<file path="src/rtl/cmp_arbiter.sv">
// rtl/cmp_arbiter.sv - round-robin arbiter sharing one unsigned magnitude comparator
module cmp_arbiter #(
   parameter int WIDTH = 4,
   parameter int NREQ  = 4,
   parameter int IDW   = 2
) (
   input  logic                  clk,
   input  logic                  rst,
   input  logic [NREQ-1:0]       req,
   input  logic [NREQ*WIDTH-1:0] a_in,
   input  logic [NREQ*WIDTH-1:0] b_in,
   output logic [NREQ-1:0]       gnt,
   output logic                  busy,
   output logic                  res_valid,
   input  logic                  res_ready,
   output logic [IDW-1:0]        res_id,
   output logic                  res_gt,
   output logic                  res_eq,
   output logic                  res_lt
);

   localparam logic [1:0] ST_IDLE = 2'd0;
   localparam logic [1:0] ST_CMP  = 2'd1;
   localparam logic [1:0] ST_RESP = 2'd2;

   localparam logic [IDW:0]   NREQ_W = (IDW+1)'(NREQ);
   localparam logic [IDW-1:0] LAST   = IDW'(NREQ - 1);

   logic [1:0]        state;
   logic [IDW-1:0]    ptr;
   logic [IDW-1:0]    id_q;
   logic [WIDTH-1:0]  a_q;
   logic [WIDTH-1:0]  b_q;

   logic [2*NREQ-1:0] req_dbl;
   logic [NREQ-1:0]   req_rot;
   logic              found;
   logic [IDW-1:0]    off;
   logic [IDW:0]      sum;
   logic [IDW:0]      sum_wrap;
   logic [IDW-1:0]    winner;
   logic [IDW-1:0]    ptr_next;
   logic [WIDTH-1:0]  a_sel;
   logic [WIDTH-1:0]  b_sel;

   // Rotate so that bit 0 is the requester at ptr; the first set bit is the winner's offset.
   assign req_dbl = {req, req};
   assign req_rot = req_dbl[ptr +: NREQ];

   always_comb begin
      found = 1'b0;
      off   = '0;
      for (int k = 0; k < NREQ; k++) begin
         if (!found && req_rot[k]) begin
            found = 1'b1;
            off   = IDW'(k);
         end
      end
   end

   assign sum      = {1'b0, ptr} + {1'b0, off};
   assign sum_wrap = (sum >= NREQ_W) ? (sum - NREQ_W) : sum;
   assign winner   = sum_wrap[IDW-1:0];
   assign ptr_next = (winner == LAST) ? '0 : (winner + 1'b1);

   always_comb begin
      a_sel = '0;
      b_sel = '0;
      for (int k = 0; k < NREQ; k++) begin
         if (winner == IDW'(k)) begin
            a_sel = a_in[k*WIDTH +: WIDTH];
            b_sel = b_in[k*WIDTH +: WIDTH];
         end
      end
   end

   assign busy = (state != ST_IDLE);

   always_ff @(posedge clk) begin
      if (rst) begin
         state     <= ST_IDLE;
         ptr       <= '0;
         id_q      <= '0;
         a_q       <= '0;
         b_q       <= '0;
         gnt       <= '0;
         res_valid <= 1'b0;
         res_id    <= '0;
         res_gt    <= 1'b0;
         res_eq    <= 1'b0;
         res_lt    <= 1'b0;
      end else begin
         case (state)
            ST_IDLE: begin
               gnt <= '0;
               if (found) begin
                  a_q   <= a_sel;
                  b_q   <= b_sel;
                  id_q  <= winner;
                  gnt   <= NREQ'(1) << winner;
                  ptr   <= ptr_next;
                  state <= ST_CMP;
               end
            end
            ST_CMP: begin
               gnt       <= '0;
               res_gt    <= (a_q > b_q);
               res_eq    <= (a_q == b_q);
               res_lt    <= (a_q < b_q);
               res_id    <= id_q;
               res_valid <= 1'b1;
               state     <= ST_RESP;
            end
            ST_RESP: begin
               if (res_ready) begin
                  res_valid <= 1'b0;
                  state     <= ST_IDLE;
               end
            end
            default: begin
               gnt   <= '0;
               state <= ST_IDLE;
            end
         endcase
      end
   end

endmodule

</file>
<file path="config.mk">
export PLATFORM = sky130hd
export DESIGN_NAME = cmp_arbiter
export DESIGN_NICKNAME = d
export VERILOG_FILES = /design/src/rtl/cmp_arbiter.sv
export SDC_FILE = /design/constraint.sdc
export NUM_CORES = 1
export LEC_CHECK = 0
export ABC_AREA = 1
export CAP_MARGIN = 5
export CORE_ASPECT_RATIO = 0.7
export CORE_MARGIN = 4
export CORE_UTILIZATION = 45
export CTS_CLUSTER_SIZE = 10
export DETAILED_ROUTE_END_ITERATION = 8
export PLACE_DENSITY = 0.79
export SETUP_SLACK_MARGIN = 0.2
export SLEW_MARGIN = 5
export SYNTH_ARGS = -nofsm -noshare
export SYNTH_HDL_FRONTEND = slang
export SYNTH_SLANG_ARGS = --single-unit
</file>
<file path="constraint.sdc">
create_clock -name clk -period 3.6 [get_ports clk]
set_input_delay 0.9 -clock clk [delete_from_list [all_inputs] [get_ports clk]]
set_output_delay 0.9 -clock clk [all_outputs]
set_load 0.03 [all_outputs]
</file>
## After elaboration in Yosys (flattened, before gate mapping)

Cells that the tools add are included.

| cells by class | value |
|---|---|
| shifts and indexed selects | 2 |
| bitwise operators | 0 |
| reductions and logical operators | 13 |
| equality and inequality tests | 8 |
| $add $sub $neg | 3 |
| $mul | 0 |
| mux-type cells | 24 |
| div/mod/pow operators | 0 |
| magnitude comparators | 3 |

Operators by type and width:

| kind | count |
|---|---|
| $mux 4 | 9 |
| $mux 2 | 6 |
| $pmux 4 s2 | 1 |
| $shiftx 8x3->4 | 1 |
| $eq 2x2->1 const B | 3 |
| $mux 1 | 6 |
| $pmux 2 s3 | 1 |
| $reduce_and 2->1 | 3 |
| $eq 2x1->1 const B | 2 |
| $eq 4x4->1 | 1 |
| $gt 4x4->1 | 1 |
| $logic_not 2->1 | 2 |
| $lt 4x4->1 | 1 |
| $ne 2x2->1 const B | 2 |
| $reduce_bool 2->1 | 2 |
| $shl 1x2->4 const A | 1 |
| $add 2x2->3 | 1 |
| $ge 3x3->1 const B | 1 |
| $logic_and 1x1->1 | 3 |
| $logic_not 1->1 | 3 |
| $add 2x1->2 const B | 1 |
| $pmux 1 s2 | 1 |
| $sub 2x1->2 const B | 1 |

| word-level totals | value |
|---|---|
| latch bits | 0 |
| memories kept | 0 |
| memory bits (read-only) | 0 |
| RAM bits | 0 |
| register bits after elaboration | 24 |
| input bits | 39 |
| word-level logic and storage cells | 64 |

## Longest topological paths before layout

Gate-level depths: netlist of the first run.

| logic depth | value |
|---|---|
| depth in word-level cells | 19 |
| gate-level depth with buffers | 23 |
| mapped depth without buffers | 22 |

## Least setup slack after synthesis of the first run

OpenSTA, ideal clock, no wires.

| timing path | value |
|---|---|
| path kind | input -> register |
| start point | input req[1] |
| end point | register a_q[2] |
| stages | 22 |
| slack | 523 ps |
| buffers on the path | 1 |
| library setup time | 114 ps |
| arrival time | 2,963 ps |
| cell sequence | nand2_1 > nand3_1 > nand2_1 > nand3_1 > a21boi_0 > ha_1 > xor2_1 > inv_1 > nand3_1 > nand2_1 > inv_1 > ha_1 > buf_2 > clkinv_1 > nand3_1 > nand2_1 > o21ai_0 > nand2_1 > o21ai_1 > nand2_2 > nand2_1 > nor2_2 |

| between the ends | value |
|---|---|
| cells in the longest elaborated chain, start to end | 19 |
| elaborated cells on any way between the ends | 27 |
| classes of those cells | 2 x add/sub; 1 x order compare; 3 x eq/ne; 1 x shift; 12 x mux; 8 x reduce/logical |

Ends and longest elaborated chain:

| what | line | text |
|---|---|---|
| from (decl) | 9 | `input logic [NREQ-1:0] req,` |
| $shiftx 8x3->4 * | 48 | `assign req_rot = req_dbl[ptr +: NREQ];` |
| $mux 1 | 54 | `if (!found && req_rot[k]) begin` |
| $logic_not 1->1 | 54 |  |
| $logic_and 1x1->1 | 54 |  |
| $mux 1 | 54 |  |
| $logic_not 1->1 | 54 |  |
| $logic_and 1x1->1 | 54 |  |
| $mux 1 | 54 |  |
| [... 2 more ...] | n/a |  |
| $mux 2 * | 54 |  |
| $add 2x2->3 * | 61 | `assign sum = {1'b0, ptr} + {1'b0, off};` |
| via sum[1] | 39 | `logic [IDW:0] sum;` |
| $ge 3x3->1 or $sub 2x1->2 (tied branches) | 62 | `assign sum_wrap = (sum >= NREQ_W) ? (sum - NREQ_W) : sum;` |
| $mux 2 * | 62 |  |
| $logic_not 2->1 | 70 | `if (winner == IDW'(k)) begin` |
| $mux 4 (3 in series) | 70 |  |
| $mux 4 * | 70 |  |
| to (signal assigned) | 97 | `a_q <= a_sel;` |
| to (decl) | 32 | `logic [WIDTH-1:0] a_q;` |

The timed path passes the listed nets; every way through them passes the cells marked *.
A chain may end at the register's enable or synchronous reset.

## Final worst setup path of the first run

| timing path | value |
|---|---|
| start point | input req[0] |
| end point | register b_q[3] |

| between the ends | value |
|---|---|
| cells in the longest elaborated chain, start to end | 19 |
| elaborated cells on any way between the ends | 27 |
| classes of those cells | 2 x add/sub; 1 x order compare; 3 x eq/ne; 1 x shift; 12 x mux; 8 x reduce/logical |

Ends and longest elaborated chain:

| what | line | text |
|---|---|---|
| $shiftx 8x3->4 * | 48 |  |
| $mux 1 | 54 |  |
| $logic_not 1->1 | 54 |  |
| $logic_and 1x1->1 | 54 |  |
| $mux 1 | 54 |  |
| $logic_not 1->1 | 54 |  |
| $logic_and 1x1->1 | 54 |  |
| $mux 1 | 54 |  |
| [... 2 more ...] | n/a |  |
| $mux 2 * | 54 |  |
| $add 2x2->3 * | 61 |  |
| via sum[1] | 39 |  |
| $ge 3x3->1 or $sub 2x1->2 (tied branches) | 62 |  |
| $mux 2 * | 62 |  |
| $logic_not 2->1 | 70 |  |
| $mux 4 (3 in series) | 70 |  |
| $mux 4 * | 70 |  |
| to (signal assigned) | 98 | `b_q <= b_sel;` |
| to (decl) | 33 | `logic [WIDTH-1:0] b_q;` |

Marked as above.

==> out/results.txt, run 1 <==
Max Slew Vio Count - 0
Routed Wire Length - 3780 um
Synth top area share - 0.327
Fin crit share - 0.895
Pin count of the biggest net entering global routing - 22
Design area - 2190 um2
Routed Antenna Nets - 0
First-pass GRT wire length - 6220 um
Root Buffer - clkbuf_8
Final nets - 323
Mean Syn Cell Area - 6.66 um2
R2r setup slk - 0.85 ns
Clock Skews - 0.00755 ns
PD cells - 1030 nW/um2
Yosys Warn Count - 0
Final setup violation count - 0
Arrival time worst endpoint - 3.38 ns
Mapped Area - 1470 um2
Setup TNS - 0 ns
Routability-driven placement congestion ratio - 0.905
Final hold viol count - 0
Clk pin slew, worst setup/hold paths - 0.08 ns
Layout area overhead - 48.8%
DP Area - 2010 um2
TritonCTS buffer count - 3
WS Path Type - primary input to flip-flop
Status - finished clean
Layout cells sized above 1 - 0.139
Pre-antenna DRT Iters - 4
Cell Chain, Critical Path - clkdlybuf4s50_1 -> nand2_1 -> nand3_2 -> nand3_2 -> a21boi_2 -> ha_2 -> xor2_2 -> nand2_1 -> nand2_2 -> inv_4 -> ha_4 -> buf_6 -> a21oi_1 -> nand2_1 -> o21ai_0 -> nand2_1 -> o21ai_0 -> nand2_1 -> nand2_1 -> nor2_1
Tot GR Track Use - 0.174
CP startpoint kind - primary input
IO Port Bufs - 49
Via-per-instance ratio - 5.12
Yosys top cell by area - dfxtp_1
Clock power frac - 0.102
Die height - 55.8 um
CP required - 3.76 ns
Syn Nets - 269
Slew HR - 0.589
FILL cells - 275
Psw - 0.00108 W
Number of max-cap violations - 0
LEAKAGE - 1.01 nW
Flops & latches, synth - 24
Core ar. - 3150 um2
Initial Util - 0.467
Comb power frac - 0.709
Full die area - 4260 um2
Number of global-route vias before repair - 1509
Skew-Pair Late Insertion Delay - 0.27 ns
Gr ovfl total - 0
Tmin final - 3.22 ns
Largest cells by area after synthesis - dfxtp_1 33%, nand2_1 15%, nand3_1 8.2%, ha_1 7.7%, nor2_1 6.9%
Worst min path class - flip-flop to flip-flop
Reg area - 480 um2
Crit end category - flip-flop
Antenna violations before repair - 0
Clock Sinks - 24
Sw Ratio - 0.479
Slowest Stage Delay on Critical Path - 0.47 ns
Post-DP HPWL - 2880 um
Slowest-stage cell, CP - clkdlybuf4s50_1
Die width - 76.3 um
Fmax achieved - 310 MHz
VDD IR max - 0.518 mV
Syn Inst Count - 221
Internal Power - 0.00117 W
Area of the multi-input gates - 950 um2
Vias post-DR - 1597
Worst-Margin Slew - 0.616 ns
CP dominant cell by count - nand2_1
Top Ports - 50
H-tree depth - 1
Synth unique cells - 24
CTS tree - yes
Routed len/inst - 12.1 um
1st-iter DRT viols - 160
Clock Path Buffers - 2
Row Count - 17
Part of the Yosys area used for sequential elements - 0.327
RSZ-0062 raised after global routing - no
Peak fanout along the critical path - 8
DRC violations left - 0
ANT cells - 0
Sequential share of power - 0.188
-- synthesized netlist by cell type --
cell type	instances
nand2_1	57
nor2_1	27
dfxtp_1	24
nand3_1	24
o21ai_0	19
inv_1	17
a21oi_1	13
ha_1	9
o21ai_1	6
clkbuf_1	4
buf_2	3
nand2_2	3
inv_2	2
nand2_4	2
nor2_8	2
a211oi_1	1
a21boi_0	1
a41oi_1	1
buf_6	1
clkinv_1	1
nor2_2	1
o211ai_1	1
o21ai_2	1
xor2_1	1
-- through the flow --
| step | hold WS [ns] | std cells | utilization | worst slack, ns | total power, W |
|---|---|---|---|---|---|
| 2_1_floorplan | 0.430 | 221 | - | 0.523 | 0.00142 |
| 3_3_place_gp | 0.452 | 306 | 0.640 | 0.0206 | 0.00177 |
| 3_5_place_dp | 0.459 | 306 | 0.640 | -0.0710 | 0.00180 |
| 4_1_cts | 0.472 | 310 | 0.663 | 0.242 | 0.00204 |
| 5_1_grt | 0.513 | 312 | 0.696 | 0.173 | 0.00249 |
| 6_report | 0.469 | 312 | 0.696 | 0.377 | 0.00225 |
-- placed cells by master (no fill, tap or decap), types with 3 or more instances in the layout --
cell	instances
nand2_1	56
clkdlybuf4s50_1	48
nor2_1	27
dfxtp_1	24
nand3_1	22
inv_1	15
o21ai_0	15
a21oi_1	11
o21ai_1	9
buf_4	6
ha_1	5
nand2_2	4
inv_4	3
ha_4	3
clkbuf_8	3
-- worst max-delay path: cells and delay by family --
family,cells,cell delay [ns]
fa+ha+maj,2,0.36
simple gates,10,0.83
xor+xnor,1,0.15
compound gates,4,0.45
buf+inv,3,0.66
-- sequential cells by signal, summed over array words and instances, names as in the netlist --
name and count:
state 2, b_q 4, res_eq 1, res_id 2
ptr 2, gnt 4, res_gt 1, id_q 2
res_lt 1, res_valid 1, a_q 4
-- cell families (layout without fill, tap and decap cells) --
kind of cell	count (synthesis)	after routing	synth area share
AO/OA/AOI/OAI	43	43	0.156
XOR/XNOR	1	1	0.00595
adder cells (fa/ha/maj)	9	9	0.0765
buffers and inverters	28	81	0.0791
flip-flops	24	24	0.327
AND/OR/NAND/NOR	116	116	0.355
-- power groups by stage --
stage / logic [W] / registers [W] / clock network [W]
2_1_floorplan: 0.000939 / 0.000477 / 0
3_3_place_gp: 0.00135 / 0.000424 / 0
3_5_place_dp: 0.00137 / 0.000427 / 0
4_1_cts: 0.00139 / 0.000421 / 0.000234
5_1_grt: 0.00180 / 0.000439 / 0.000249
6_report: 0.00160 / 0.000424 / 0.000231
-- final timing paths --
path / start / to / cells after the start
setup / recovery: req[0] / b_q[3]$_SDFFE_PP0P_ / 20
hold / removal: res_gt$_SDFFE_PP0P_ / res_gt$_SDFFE_PP0P_ / 2
setup reg to reg: ptr[0]$_SDFFE_PP0P_ / b_q[3]$_SDFFE_PP0P_ / 21
hold reg to reg: res_gt$_SDFFE_PP0P_ / res_gt$_SDFFE_PP0P_ / 2
-- layer usage --
layer  GRT usage  vias up  share of wire
met3      0.0663        6          0.087
li1            -      828              -
met1       0.220      707           0.45
met2       0.282       56           0.46
met4      0.0362        0         0.0095
met5           0        -              0
-- layout make-up --
| type | instances | area share |
|---|---|---|
| clock buffer | 3 | 0.0189 |
| clock inverter | 1 | 0.0137 |
| inverter | 20 | 0.0394 |
| multi-input combinational | 169 | 0.434 |
| sequential | 24 | 0.219 |
| tap | 38 | 0.0217 |
| timing repair buffer | 56 | 0.251 |
| timing repair inverter | 1 | 0.00229 |
-- what timing repair did --
item                       4_1_cts  5_1_grt
buffers inserted                 0        1
cloned                           0        1
pin swaps                        0        5
resized for setup                1       27
hold buffers                     0        0
setup endpoints to repair        3        8
Note: power is estimated with default switching activity, not from simulation.
==> run 2, diff against run 1 <==
--- a/config.mk
+++ b/config.mk
@@ -7,13 +7,16 @@
 export LEC_CHECK = 0
 export ABC_AREA = 1
 export CAP_MARGIN = 5
+export CELL_PAD_IN_SITES_DETAIL_PLACEMENT = 1
+export CELL_PAD_IN_SITES_GLOBAL_PLACEMENT = 1
 export CORE_ASPECT_RATIO = 0.7
 export CORE_MARGIN = 4
-export CORE_UTILIZATION = 45
+export CORE_UTILIZATION = 31
 export CTS_CLUSTER_SIZE = 10
 export DETAILED_ROUTE_END_ITERATION = 8
-export PLACE_DENSITY = 0.79
+export PLACE_DENSITY_LB_ADDON = 0.1
 export SETUP_SLACK_MARGIN = 0.2
+export SKIP_LAST_GASP = 1
 export SLEW_MARGIN = 5
 export SYNTH_ARGS = -nofsm -noshare
 export SYNTH_HDL_FRONTEND = slang
==> out/results.txt, run 2 (synthesized netlist as in run 1, its figures left out) <==
Status - finished clean
Initial Util - 0.330 (-0.137)
R2r setup slk - 0.76 ns (-0.09 ns)
WS Path Type - primary input to flip-flop
IO Port Bufs - 49 (unchanged)
Layout area overhead - 54.0%
Clock Skews - 0.00219 ns (-0.00536 ns)
Final nets - 330 (+2.2%)
Worst-Margin Slew - 0.647 ns (+0.0309 ns)
CP required - 3.82 ns (+0.06 ns)
Clock Path Buffers - 2 (unchanged)
Top Ports - 50 (unchanged)
Root Buffer - clkbuf_8
CTS Hold Bufs - 0 (unchanged)
First-pass GRT wire length - 7080 um (+14%)
Sw Ratio - 0.471 (-0.00858)
CP startpoint kind - primary input
Routed Wire Length - 4460 um (+18%)
Die width - 90.3 um (+18%)
Max Slew Vio Count - 0 (unchanged)
TritonCTS buffer count - 3 (unchanged)
DRC violations left - 0 (unchanged)
Clock Sinks - 24 (unchanged)
H-tree depth - 1 (unchanged)
Row Count - 20 (+3)
Via-per-instance ratio - 4.80 (-6.3%)
Sequential share of power - 0.182 (-0.006)
FF-to-FF Start - ptr[0]$_SDFFE_PP0P_
Core ar. - 4450 um2 (+41%)
Routability-driven placement congestion ratio - 0.814 (-10%)
Number of global-route vias before repair - 1565 (+3.7%)
Pin count of the biggest net entering global routing - 22 (unchanged)
Post-DP HPWL - 3490 um (+21%)
Final setup violation count - 0 (unchanged)
Skew-Pair Late Insertion Delay - 0.27 ns (about the same)
Routed len/inst - 13.3 um (+9.4%)
Antenna violations before repair - 0 (unchanged)
Fin crit share - 0.829 (-0.0665)
Full die area - 5930 um2 (+39%)
Internal Power - 0.00124 W (+6.1%)
Vias post-DR - 1612 (+0.94%)
Design area - 2270 um2 (+3.5%)
Worst min path class - flip-flop to flip-flop
Layout cells sized above 1 - 0.164 (+0.0250)
Largest regs - a_q: 4 flops, b_q: 4 flops, gnt: 4 flops
Crit path from - req[1]
Final hold viol count - 0 (unchanged)
Layout Cells excl Fill - 336 (+7.7%)
PD cells - 1040 nW/um2 (+0.88%)
LEAKAGE - 1.07 nW (+6.0%)
Most common cell after layout, fill and taps aside - nand2_1
Fmax achieved - 335 MHz (+8.0%)
Number of max-cap violations - 0 (unchanged)
RSZ-0062 raised after global routing - no
Tot GR Track Use - 0.146 (-0.0278)
Dpl cells - 326 (+6.5%)
Die height - 65.6 um (+18%)
Clock power frac - 0.102 (about the same)
Gr ovfl total - 0 (unchanged)
DP Area - 2060 um2 (+2.2%)
Clk pin slew, worst setup/hold paths - 0.09 ns (about the same)
FILL cells - 566 (+110%)
Tmin final - 2.98 ns (-0.239 ns)
1st-iter DRT viols - 55 (-66%)
Setup TNS - 0 ns (unchanged)
VDD IR max - 0.290 mV (-44%)
Peak fanout along the critical path - 6 (-2)
Most frequent cells in the layout - 54 x nand2_1, 45 x clkdlybuf4s50_1, 27 x nor2_1, 24 x dfxtp_1, 20 x nand3_1
Pre-antenna DRT Iters - 4 (unchanged)
Comb power frac - 0.717 (+0.008)
CTS tree - yes
ANT cells - 0 (unchanged)
Psw - 0.00111 W (+2.5%)
Routed Antenna Nets - 0 (unchanged)
Slew HR - 0.568 (-0.0206)
Crit end category - flip-flop
Hold Startpoint - a_q[0]$_SDFFE_PP0P_
Arrival time worst endpoint - 3.20 ns (-0.18 ns)
[run 2: area by class of cell]
type,instances,area [um2],share of cell area
multi-input cells,169,943,0.416
repair inverters,1,7.51,0.00331
clock buffers,3,41.3,0.0182
clock inverters,1,30.0,0.0133
repair buffers,63,613,0.271
inverters,20,81.3,0.0359
well taps,55,68.8,0.0304
flip-flops and latches,24,480,0.212
[run 2: per-stage QoR]
step / power (W) / worst slack (ns) / hold WS (ns) / utilization
detailed placement: 0.00188 / -0.132 / 0.471 / 0.462
global placement: 0.00185 / -0.0122 / 0.457 / 0.462
CTS: 0.00213 / 0.239 / 0.487 / 0.478
finish: 0.00235 / 0.616 / 0.476 / 0.509
floorplan: 0.00142 / 0.523 / 0.430 / -
global route: 0.00263 / 0.340 / 0.505 / 0.509
[run 2: power by group through the flow]
| stage | registers [W] | clock network, W | logic [W] |
|---|---|---|---|
| CTS | 0.000423 | 0.000245 | 0.00146 |
| global placement | 0.000426 | 0 | 0.00142 |
| finish | 0.000426 | 0.000239 | 0.00168 |
| detailed placement | 0.000429 | 0 | 0.00145 |
| global route | 0.000439 | 0.000259 | 0.00193 |
| floorplan | 0.000477 | 0 | 0.000939 |
[run 2: worst paths after layout]
path,endpoint,cells after the start
worst max-delay path,a_q[3]$_SDFFE_PP0P_,23
worst min-delay path,a_q[0]$_SDFFE_PP0P_,2
worst max register to register,a_q[3]$_SDFFE_PP0P_,23
worst min register to register,a_q[0]$_SDFFE_PP0P_,2
[run 2: routing by layer]
metal / GRT usage / vias up / share of wire
met5: 0 / - / 0
met4: 0.0172 / 0 / 0.0034
met1: 0.176 / 747 / 0.46
li1: - / 840 / -
met3: 0.0343 / 3 / 0.037
met2: 0.273 / 22 / 0.50
[run 2: repair_timing]
action | 4_1_cts | 5_1_grt
pin swaps | 0 | 10
gates resized for setup | 1 | 34
endpoints found under the setup margin | 8 | 8
setup buffers | 0 | 5
gates cloned | 0 | 1
[run 2: critical path, stage by stage]
cell and delay [ns]:
dlymetal6s2s_1 0.14, nand2_1 0.09, nand3_1 0.09, nand2_1 0.11, nand3_1 0.07, a21boi_1 0.15, ha_2 0.20, xor2_2 0.17
inv_1 0.06, nand3_1 0.09, nand2_2 0.08, inv_2 0.09, ha_2 0.17, buf_6 0.12, buf_6 0.11, nand3_1 0.07
nand2_1 0.06, o21ai_0 0.08, nand2_1 0.06, o21ai_0 0.07, nand2_1 0.07, nand2_1 0.04, nor2_1 0.10
